`config.mk`:
```
export PLATFORM = sky130hd
export DESIGN_NAME = l1_icache_assoc
export DESIGN_NICKNAME = d
export VERILOG_FILES = /design/src/rtl/icache_pkg.sv /design/src/rtl/icache_way_array.sv /design/src/rtl/l1_icache_assoc.sv
export SDC_FILE = /design/constraint.sdc
export NUM_CORES = 2
export LEC_CHECK = 0
export ABC_AREA = 1
export BUFFER_PORTS_ARGS = -buffer_cell sky130_fd_sc_hd__buf_2
export CAP_MARGIN = 10
export CORE_ASPECT_RATIO = 1.1
export CORE_UTILIZATION = 25
export CTS_CLUSTER_DIAMETER = 120
export CTS_CLUSTER_SIZE = 10
export DETAILED_ROUTE_END_ITERATION = 16
export GPL_ROUTABILITY_DRIVEN = 0
export PLACE_DENSITY = 0.45
export SLEW_MARGIN = 20
export SYNTH_ARGS = -nofsm -noshare
export SYNTH_HDL_FRONTEND = slang
export SYNTH_SLANG_ARGS = --single-unit
export TNS_END_PERCENT = 1
```
`constraint.sdc`:
```
create_clock -name clk -period 4 [get_ports clk]
set_input_delay 0.8 -clock clk [delete_from_list [all_inputs] [get_ports clk]]
set_output_delay 0.8 -clock clk [all_outputs]
set_load 0.05 [all_outputs]
```
`src/rtl/icache_pkg.sv`:
```
// Shared types, default geometry and address-split helpers for the
// set-associative L1 instruction cache.
package icache_pkg;

    localparam int DEF_ADDR_W     = 32;
    localparam int DEF_LINE_BYTES = 8;
    localparam int DEF_SETS       = 16;
    localparam int DEF_WAYS       = 2;

    typedef enum logic [1:0] {
        IDLE = 2'd0,
        REQ  = 2'd1,
        WAIT = 2'd2,
        FILL = 2'd3
    } state_e;

    // Helpers work on a 64-bit widened address; callers cast to the field width.
    function automatic logic [63:0] getIndex(input logic [63:0] addr, input int off_w, input int idx_w);
        logic [63:0] mask;
        mask = (64'd1 << idx_w) - 64'd1;
        return (addr >> off_w) & mask;
    endfunction

    function automatic logic [63:0] getTag(input logic [63:0] addr, input int off_w, input int idx_w);
        return addr >> (off_w + idx_w);
    endfunction

    function automatic logic [63:0] getOffsetWord(input logic [63:0] addr, input int off_w);
        logic [63:0] mask;
        mask = (64'd1 << (off_w - 2)) - 64'd1;
        return (addr >> 2) & mask;
    endfunction

endpackage

```
`src/rtl/icache_way_array.sv`:
```
// One cache way: per-set data line, tag and valid bit, a single write port
// and an asynchronous read by index (plus a valid-only read for victim choice).
module icache_way_array #(
    parameter int SETS   = 16,
    parameter int IDX_W  = 4,
    parameter int TAG_W  = 25,
    parameter int LINE_W = 64
) (
    input  logic              clk,
    input  logic              srst_i,
    input  logic              flush_i,
    input  logic              we_i,
    input  logic [IDX_W-1:0]  w_idx_i,
    input  logic [TAG_W-1:0]  w_tag_i,
    input  logic [LINE_W-1:0] w_data_i,
    input  logic [IDX_W-1:0]  r_idx_i,
    output logic              r_valid_o,
    output logic [TAG_W-1:0]  r_tag_o,
    output logic [LINE_W-1:0] r_data_o,
    input  logic [IDX_W-1:0]  v_idx_i,
    output logic              v_valid_o
);

    logic [LINE_W-1:0] data_q [SETS];
    logic [TAG_W-1:0]  tag_q  [SETS];
    logic [SETS-1:0]   valid_q;

    always_ff @(posedge clk) begin
        if (srst_i || flush_i) begin
            valid_q <= '0;
        end else if (we_i) begin
            valid_q[w_idx_i] <= 1'b1;
        end
    end

    always_ff @(posedge clk) begin
        if (we_i) begin
            data_q[w_idx_i] <= w_data_i;
            tag_q[w_idx_i]  <= w_tag_i;
        end
    end

    assign r_valid_o = valid_q[r_idx_i];
    assign r_tag_o   = tag_q[r_idx_i];
    assign r_data_o  = data_q[r_idx_i];
    assign v_valid_o = valid_q[v_idx_i];

endmodule

```
`src/rtl/l1_icache_assoc.sv`:
```
// Set-associative L1 instruction cache with its own miss FSM, round-robin
// replacement per set and a single-cycle flush.
module l1_icache_assoc
    import icache_pkg::*;
#(
    parameter int ADDR_W     = DEF_ADDR_W,
    parameter int LINE_BYTES = DEF_LINE_BYTES,
    parameter int SETS       = DEF_SETS,
    parameter int WAYS       = DEF_WAYS
) (
    input  logic                    clk,
    input  logic                    reset,
    input  logic                    pcValid,
    input  logic [ADDR_W-1:0]       pcAddress,
    input  logic                    flush,
    output logic                    instrValid,
    output logic [31:0]             instructionCode,
    output logic                    cacheHit,
    output logic                    stall,
    output logic                    memReqValid,
    input  logic                    memReqReady,
    output logic [ADDR_W-1:0]       memReqAddr,
    input  logic                    memRespValid,
    input  logic [8*LINE_BYTES-1:0] memRespData
);

    localparam int LINE_W = 8 * LINE_BYTES;
    localparam int OFF_W  = $clog2(LINE_BYTES);
    localparam int IDX_W  = $clog2(SETS);
    localparam int TAG_W  = ADDR_W - IDX_W - OFF_W;
    localparam int WORDS  = LINE_BYTES / 4;
    localparam int WSEL_W = (WORDS > 1) ? $clog2(WORDS) : 1;
    localparam int PTR_W  = (WAYS > 1) ? $clog2(WAYS) : 1;

    state_e              state_q, state_d;
    logic [ADDR_W-1:0]   miss_addr_q, miss_addr_d;
    logic [LINE_W-1:0]   line_q;
    logic                discard_q;
    logic [PTR_W-1:0]    ptr_q [SETS];

    logic [IDX_W-1:0]    pc_idx, miss_idx;
    logic [TAG_W-1:0]    pc_tag, miss_tag;
    logic [WSEL_W-1:0]   pc_word;

    logic [WAYS-1:0]     rd_valid, hit_vec, fill_valid_vec, way_we;
    logic [TAG_W-1:0]    rd_tag  [WAYS];
    logic [LINE_W-1:0]   rd_data [WAYS];
    logic [31:0]         hit_word;
    logic [PTR_W-1:0]    victim;
    logic                fill_we;

    assign pc_idx   = IDX_W'(getIndex(64'(pcAddress), OFF_W, IDX_W));
    assign pc_tag   = TAG_W'(getTag(64'(pcAddress), OFF_W, IDX_W));
    assign pc_word  = WSEL_W'(getOffsetWord(64'(pcAddress), OFF_W));
    assign miss_idx = IDX_W'(getIndex(64'(miss_addr_q), OFF_W, IDX_W));
    assign miss_tag = TAG_W'(getTag(64'(miss_addr_q), OFF_W, IDX_W));

    generate
        for (genvar gi = 0; gi < WAYS; gi++) begin : g_way
            icache_way_array #(
                .SETS   (SETS),
                .IDX_W  (IDX_W),
                .TAG_W  (TAG_W),
                .LINE_W (LINE_W)
            ) u_way (
                .clk       (clk),
                .srst_i    (reset),
                .flush_i   (flush),
                .we_i      (way_we[gi]),
                .w_idx_i   (miss_idx),
                .w_tag_i   (miss_tag),
                .w_data_i  (line_q),
                .r_idx_i   (pc_idx),
                .r_valid_o (rd_valid[gi]),
                .r_tag_o   (rd_tag[gi]),
                .r_data_o  (rd_data[gi]),
                .v_idx_i   (miss_idx),
                .v_valid_o (fill_valid_vec[gi])
            );
            assign hit_vec[gi] = rd_valid[gi] && (rd_tag[gi] == pc_tag);
            assign way_we[gi]  = fill_we && (victim == PTR_W'(gi));
        end
    endgenerate

    // At most one way can match, so OR-ing the masked words is a plain mux.
    always_comb begin
        hit_word = '0;
        for (int w = 0; w < WAYS; w++) begin
            if (hit_vec[w]) begin
                hit_word = hit_word | rd_data[w][{pc_word, 5'b0} +: 32];
            end
        end
    end

    always_comb begin
        logic found;
        victim = ptr_q[miss_idx];
        found  = 1'b0;
        for (int w = 0; w < WAYS; w++) begin
            if (!found && !fill_valid_vec[w]) begin
                victim = PTR_W'(w);
                found  = 1'b1;
            end
        end
    end

    // A flush arriving in FILL itself also suppresses the write.
    assign fill_we = (state_q == FILL) && !discard_q && !flush;

    assign cacheHit        = |hit_vec;
    assign instructionCode = hit_word;
    assign instrValid      = pcValid && cacheHit && (state_q == IDLE);
    assign stall           = (state_q != IDLE) || (pcValid && !cacheHit);
    assign memReqValid     = (state_q == REQ);
    assign memReqAddr      = miss_addr_q;

    always_comb begin
        state_d     = state_q;
        miss_addr_d = miss_addr_q;
        case (state_q)
            IDLE: begin
                if (pcValid && !cacheHit && !flush) begin
                    state_d     = REQ;
                    miss_addr_d = {pcAddress[ADDR_W-1:OFF_W], {OFF_W{1'b0}}};
                end
            end
            REQ:  if (memReqReady) state_d = WAIT;
            WAIT: if (memRespValid) state_d = FILL;
            FILL: state_d = IDLE;
            default: state_d = IDLE;
        endcase
    end

    always_ff @(posedge clk) begin
        if (reset) begin
            state_q     <= IDLE;
            miss_addr_q <= '0;
            discard_q   <= 1'b0;
            for (int s = 0; s < SETS; s++) begin
                ptr_q[s] <= '0;
            end
        end else begin
            state_q     <= state_d;
            miss_addr_q <= miss_addr_d;
            if (state_q == FILL) begin
                discard_q <= 1'b0;
            end else if (flush && (state_q != IDLE)) begin
                discard_q <= 1'b1;
            end
            if (fill_we) begin
                ptr_q[miss_idx] <= (ptr_q[miss_idx] == PTR_W'(WAYS - 1)) ? '0 : ptr_q[miss_idx] + 1'b1;
            end
        end
    end

    always_ff @(posedge clk) begin
        if (state_q == WAIT && memRespValid) begin
            line_q <= memRespData;
        end
    end

endmodule

```
==> flow_summary.rst <==
.. list-table::
   :header-rows: 1

   * - Metric
     - Value
   * - Syn avg cell area
     - 12.76 um^2
   * - Worst vdd rail ir drop
     - 338.3 uV
   * - Crit-path cells
     - buf_16, inv_16, bufbuf_16, buf_12, nand2_1, nand3_1, nand3_1, nand2_1, nand2_1, nand3_1, nand4_1, nor3_1, nand3_2, nor2_4, buf_12, buf_16, buf_6, nand2_1, nand2_2, buf_12
   * - # setup viols final
     - 68
   * - Detailed router's first-iteration violation count
     - 8205
   * - Number of nets with antenna violations after detailed routing
     - 0
   * - Number of buffers on the longest clock path
     - 4
   * - Iteration count of the initial detailed-routing pass
     - 6
   * - Number of antenna violations at the first check in global routing
     - 22
   * - Max FO, Critical Path
     - 20
   * - Area of all placed cells without fillers
     - roughly 150000 um^2
   * - Remaining routing DRC violations
     - 0
   * - Clock sinks
     - between 2000 and 3000
   * - Proportion of layout cells with a drive suffix above 1
     - 0.1678
   * - Clock network latency to the later pin of the worst-skew pair
     - 0.98 ns
   * - Maximum level of the CTS H-tree
     - 5
   * - Class of the tightest hold or removal check
     - in2reg
   * - CP endpoint kind
     - primary output
   * - Area of the core
     - ~470000 um^2
   * - Worst-case headroom to the max-slew limit
     - 0.2272
   * - First-pass GRT wire length
     - between 600 and 700 mm
   * - Global-route usage over all layers
     - 0.1795
   * - Die Width
     - roughly 660 um
   * - Number of library cell types mapped by synthesis
     - 40
   * - Post-layout utilization of the core
     - 0.3115
   * - Number of buffers created by CTS
     - 339
   * - Via count
     - about 83000
   * - Post-Route WL
     - between 400 and 500 mm
   * - Row Count
     - ~270
   * - Flip-flop and latch count after synthesis
     - between 2000 and 3000
   * - Buffer and inverter count on the worst path
     - 8
   * - Avg WL per Cell
     - around 27 um
   * - HPWL after detailed placement
     - between 200 and 300 mm
   * - Clock-pin slew of the registers on the worst-case setup and hold paths
     - ~0.060 ns
   * - Least-Margin Pin Slew
     - between 1 and 1.5 ns
   * - Area of the mapped netlist
     - 118900 um^2
   * - Number of maximum-capacitance violations
     - 0
   * - Slowest cell delay on critical path
     - 0.29 ns
   * - Final Hold Fails
     - 0
   * - CTS root buffer
     - sky130_fd_sc_hd__clkbuf_16
   * - TritonCTS clock tree
     - built
   * - Critical-path cell with the highest stage delay
     - sky130_fd_sc_hd__bufbuf_16
   * - Period utilisation layout
     - 1.153
   * - Largest net degree at the start of global routing
     - 61
   * - Category of the worst setup path launch point
     - input pin
   * - Post-Route Skew
     - ~0.078 ns
   * - Category of the most critical setup path
     - in2out
   * - Setup repair after global routing missed its margin
     - yes
   * - Syn-to-layout area delta
     - 24.04%
   * - Final critical delay including setup and external delays
     - 4.613 ns
   * - Power density over cell area
     - 473.2 nW/um^2
   * - Average via count per standard cell
     - 4.986
   * - Number of instances in the synthesized netlist
     - around 9300
   * - Outcome
     - finished, violations left
   * - Yosys warns
     - 0
   * - FMAX
     - 216.8 MHz
   * - Pre-CTS setup slack
     - -1.276 ns
   * - Fraction of the yosys area taken by sequential cells
     - 0.7509
   * - Dpl cell area
     - between 100000 and 150000 um^2
   * - Static Leak
     - 50.47 nW
   * - Number of buffers added on ports
     - about 160
   * - Global route total overflow
     - 0
   * - Vias in the first global route
     - ~80000
   * - Fin. max-slew vios
     - 0
   * - Number of I/O pins
     - 170
   * - Most used cell, CP
     - sky130_fd_sc_hd__nand2_1
   * - Final #Nets
     - 10300
   * - Initial standard-cell utilization of the core
     - 0.2511
   * - Violated checks
     - setup timing
   * - Worst Path Required
     - around 3.2 ns
   * - Kind of cell adding the most delay to the critical path
     - simple AND/OR/NAND/NOR gates
   * - DIE HEIGHT
     - 725.3 um
   * - Least setup slack across all paths after layout
     - -0.6134 ns
   * - DIE AREA
     - ~480000 um^2
   * - Crit path DAT
     - roughly 3.8 ns
per-layer routing:
metal  wire length (um)  GRT usage  vias up
met5                  0          0        -
met4              13050    0.05018        0
met3              27370    0.02245      682
met2             211200     0.2983     3135
met1             193300     0.2458    42760
li1                   -          -    35970
stage by stage:
stage	setup TNS [ns]	total power, mW	hold WS (ns)	cells
after floorplan	-968.63	39.19	0.4429	9322
after detailed placement	-36.43	42.37	0.4683	16010
after global placement	-38.23	42.28	0.4642	16010
final	-26.98	69.80	0.07286	16560
after CTS	-19.48	70.31	0.004093	16520
after global routing	-34.17	71.84	0.02401	16550
placed cells by master (no fill, tap or decap), drive strengths merged, types with 5 or more instances in the layout:
cell and n:
a211oi 6, a21oi 622, a221o 18, a221oi 70, a22oi 66, a31oi 8
a32oi 6, buf 1132, bufbuf 12, clkbuf 403, clkinv 9, dfxtp 68
diode 8, dlygate4sd3 24, edfxtp 2928, inv 214, nand2 1943, nand3 691
nand4 13, nor2 828, nor3 56, nor4 5, o211ai 68, o21ai 694
o221ai 236, o22ai 40, o311ai 88, o31ai 7
cells in the mapped netlist:
master	n	area (um^2)
sky130_fd_sc_hd__nor3_2	1	10.01
sky130_fd_sc_hd__o31ai_1	6	45.04
sky130_fd_sc_hd__nor3_1	55	275.3
sky130_fd_sc_hd__nor3b_1	1	7.510
sky130_fd_sc_hd__a221oi_1	70	613.1
sky130_fd_sc_hd__nor4_1	5	31.28
sky130_fd_sc_hd__a31oi_1	8	50.05
sky130_fd_sc_hd__nor2_1	826	3100
sky130_fd_sc_hd__mux2i_1	4	40.04
sky130_fd_sc_hd__o221ai_1	236	2067
sky130_fd_sc_hd__a32oi_1	6	52.55
sky130_fd_sc_hd__o21ai_0	687	3438
sky130_fd_sc_hd__o211ai_1	68	510.5
sky130_fd_sc_hd__nand3b_1	2	15.01
sky130_fd_sc_hd__buf_2	188	940.9
sky130_fd_sc_hd__o22ai_1	40	250.2
sky130_fd_sc_hd__o311ai_0	88	770.7
sky130_fd_sc_hd__a21oi_1	622	3113
sky130_fd_sc_hd__edfxtp_1	2928	87920
sky130_fd_sc_hd__nand2_1	1943	7293
sky130_fd_sc_hd__or2_1	1	6.260
sky130_fd_sc_hd__a221o_1	18	180.2
sky130_fd_sc_hd__or2_2	2	12.51
sky130_fd_sc_hd__inv_2	4	15.01
sky130_fd_sc_hd__buf_4	29	217.7
sky130_fd_sc_hd__dfxtp_1	68	1361
sky130_fd_sc_hd__buf_1	69	259.0
sky130_fd_sc_hd__nor2_2	2	12.51
sky130_fd_sc_hd__nand4_1	13	81.33
sky130_fd_sc_hd__o31ai_2	1	12.51
sky130_fd_sc_hd__o21ai_1	7	35.03
sky130_fd_sc_hd__and3_1	1	6.260
sky130_fd_sc_hd__clkbuf_1	354	1329
sky130_fd_sc_hd__nand3_1	691	3458
sky130_fd_sc_hd__buf_6	4	45.04
sky130_fd_sc_hd__a211oi_1	6	45.04
sky130_fd_sc_hd__a22oi_1	66	495.5
sky130_fd_sc_hd__ha_1	4	50.05
sky130_fd_sc_hd__conb_1	1	3.750
sky130_fd_sc_hd__inv_1	195	732.0
registers in the layout, summed over array words and instances (netlist names), named ones only:
register / cells
line_q: 64
g_way.u_way.valid_q: 32
g_way.u_way.tag_q: 800
discard_q: 1
ptr_q: 16
memReqAddr: 29
g_way.u_way.data_q: 2048
state_q: 2
final timing paths:
kind                            depth (start not counted)                        end                       start  slack [ns]
worst max-delay path                                   20        instructionCode[27]                pcAddress[3]       -0.61
worst min-delay path                                    1                 line_q[54]             memRespData[54]        0.07
worst max register to register                         36             memReqAddr[25]  g_way[0].u_way.tag_q[9][2]       -0.04
worst min register to register                          2  g_way[1].u_way.valid_q[3]   g_way[1].u_way.valid_q[3]        0.48
cell families (layout without fill, tap and decap cells):
kind of cell / Yosys count / after routing / share of synthesized area
other: 1 / 11 / 0.00003154
DFF: 2996 / 2996 / 0.7509
muxes: 4 / 4 / 0.0003367
buffers and inverters: 843 / 1795 / 0.02976
and+or+nand+nor: 3543 / 3543 / 0.1203
adders and majority gates: 4 / 4 / 0.0004209
AOI/OAI and AO/OA: 1929 / 1929 / 0.09822
power breakdown:
part           leakage, nW  switching, mW  internal (mW)
clock                 4.46           12.3           15.4
combinational         18.9           4.08           1.98
sequential            27.1          0.575           35.4
cell type report:
cell class	instances	area [um^2]
tap	6274	7850
timing repair inverter	1	20.02
multi-input combinational	5483	27000
antenna	8	20.02
sequential	2996	89290
inverter	199	1035
timing repair buffer	1169	13120
clock buffer	402	8826
clock inverter	24	341.6
fill	47100	326000
timing repair:
item | 4_1_cts | 5_1_grt
gates resized for setup | 310 | 30
hold endpoints to repair | 24 | 0
hold buffers | 24 | 0
pin swaps | 62 | 20
cloned | 24 | 1
buffers inserted | 38 | 7
setup endpoints to repair | 35 | 70
Note: power is estimated with default switching activity, not from simulation.
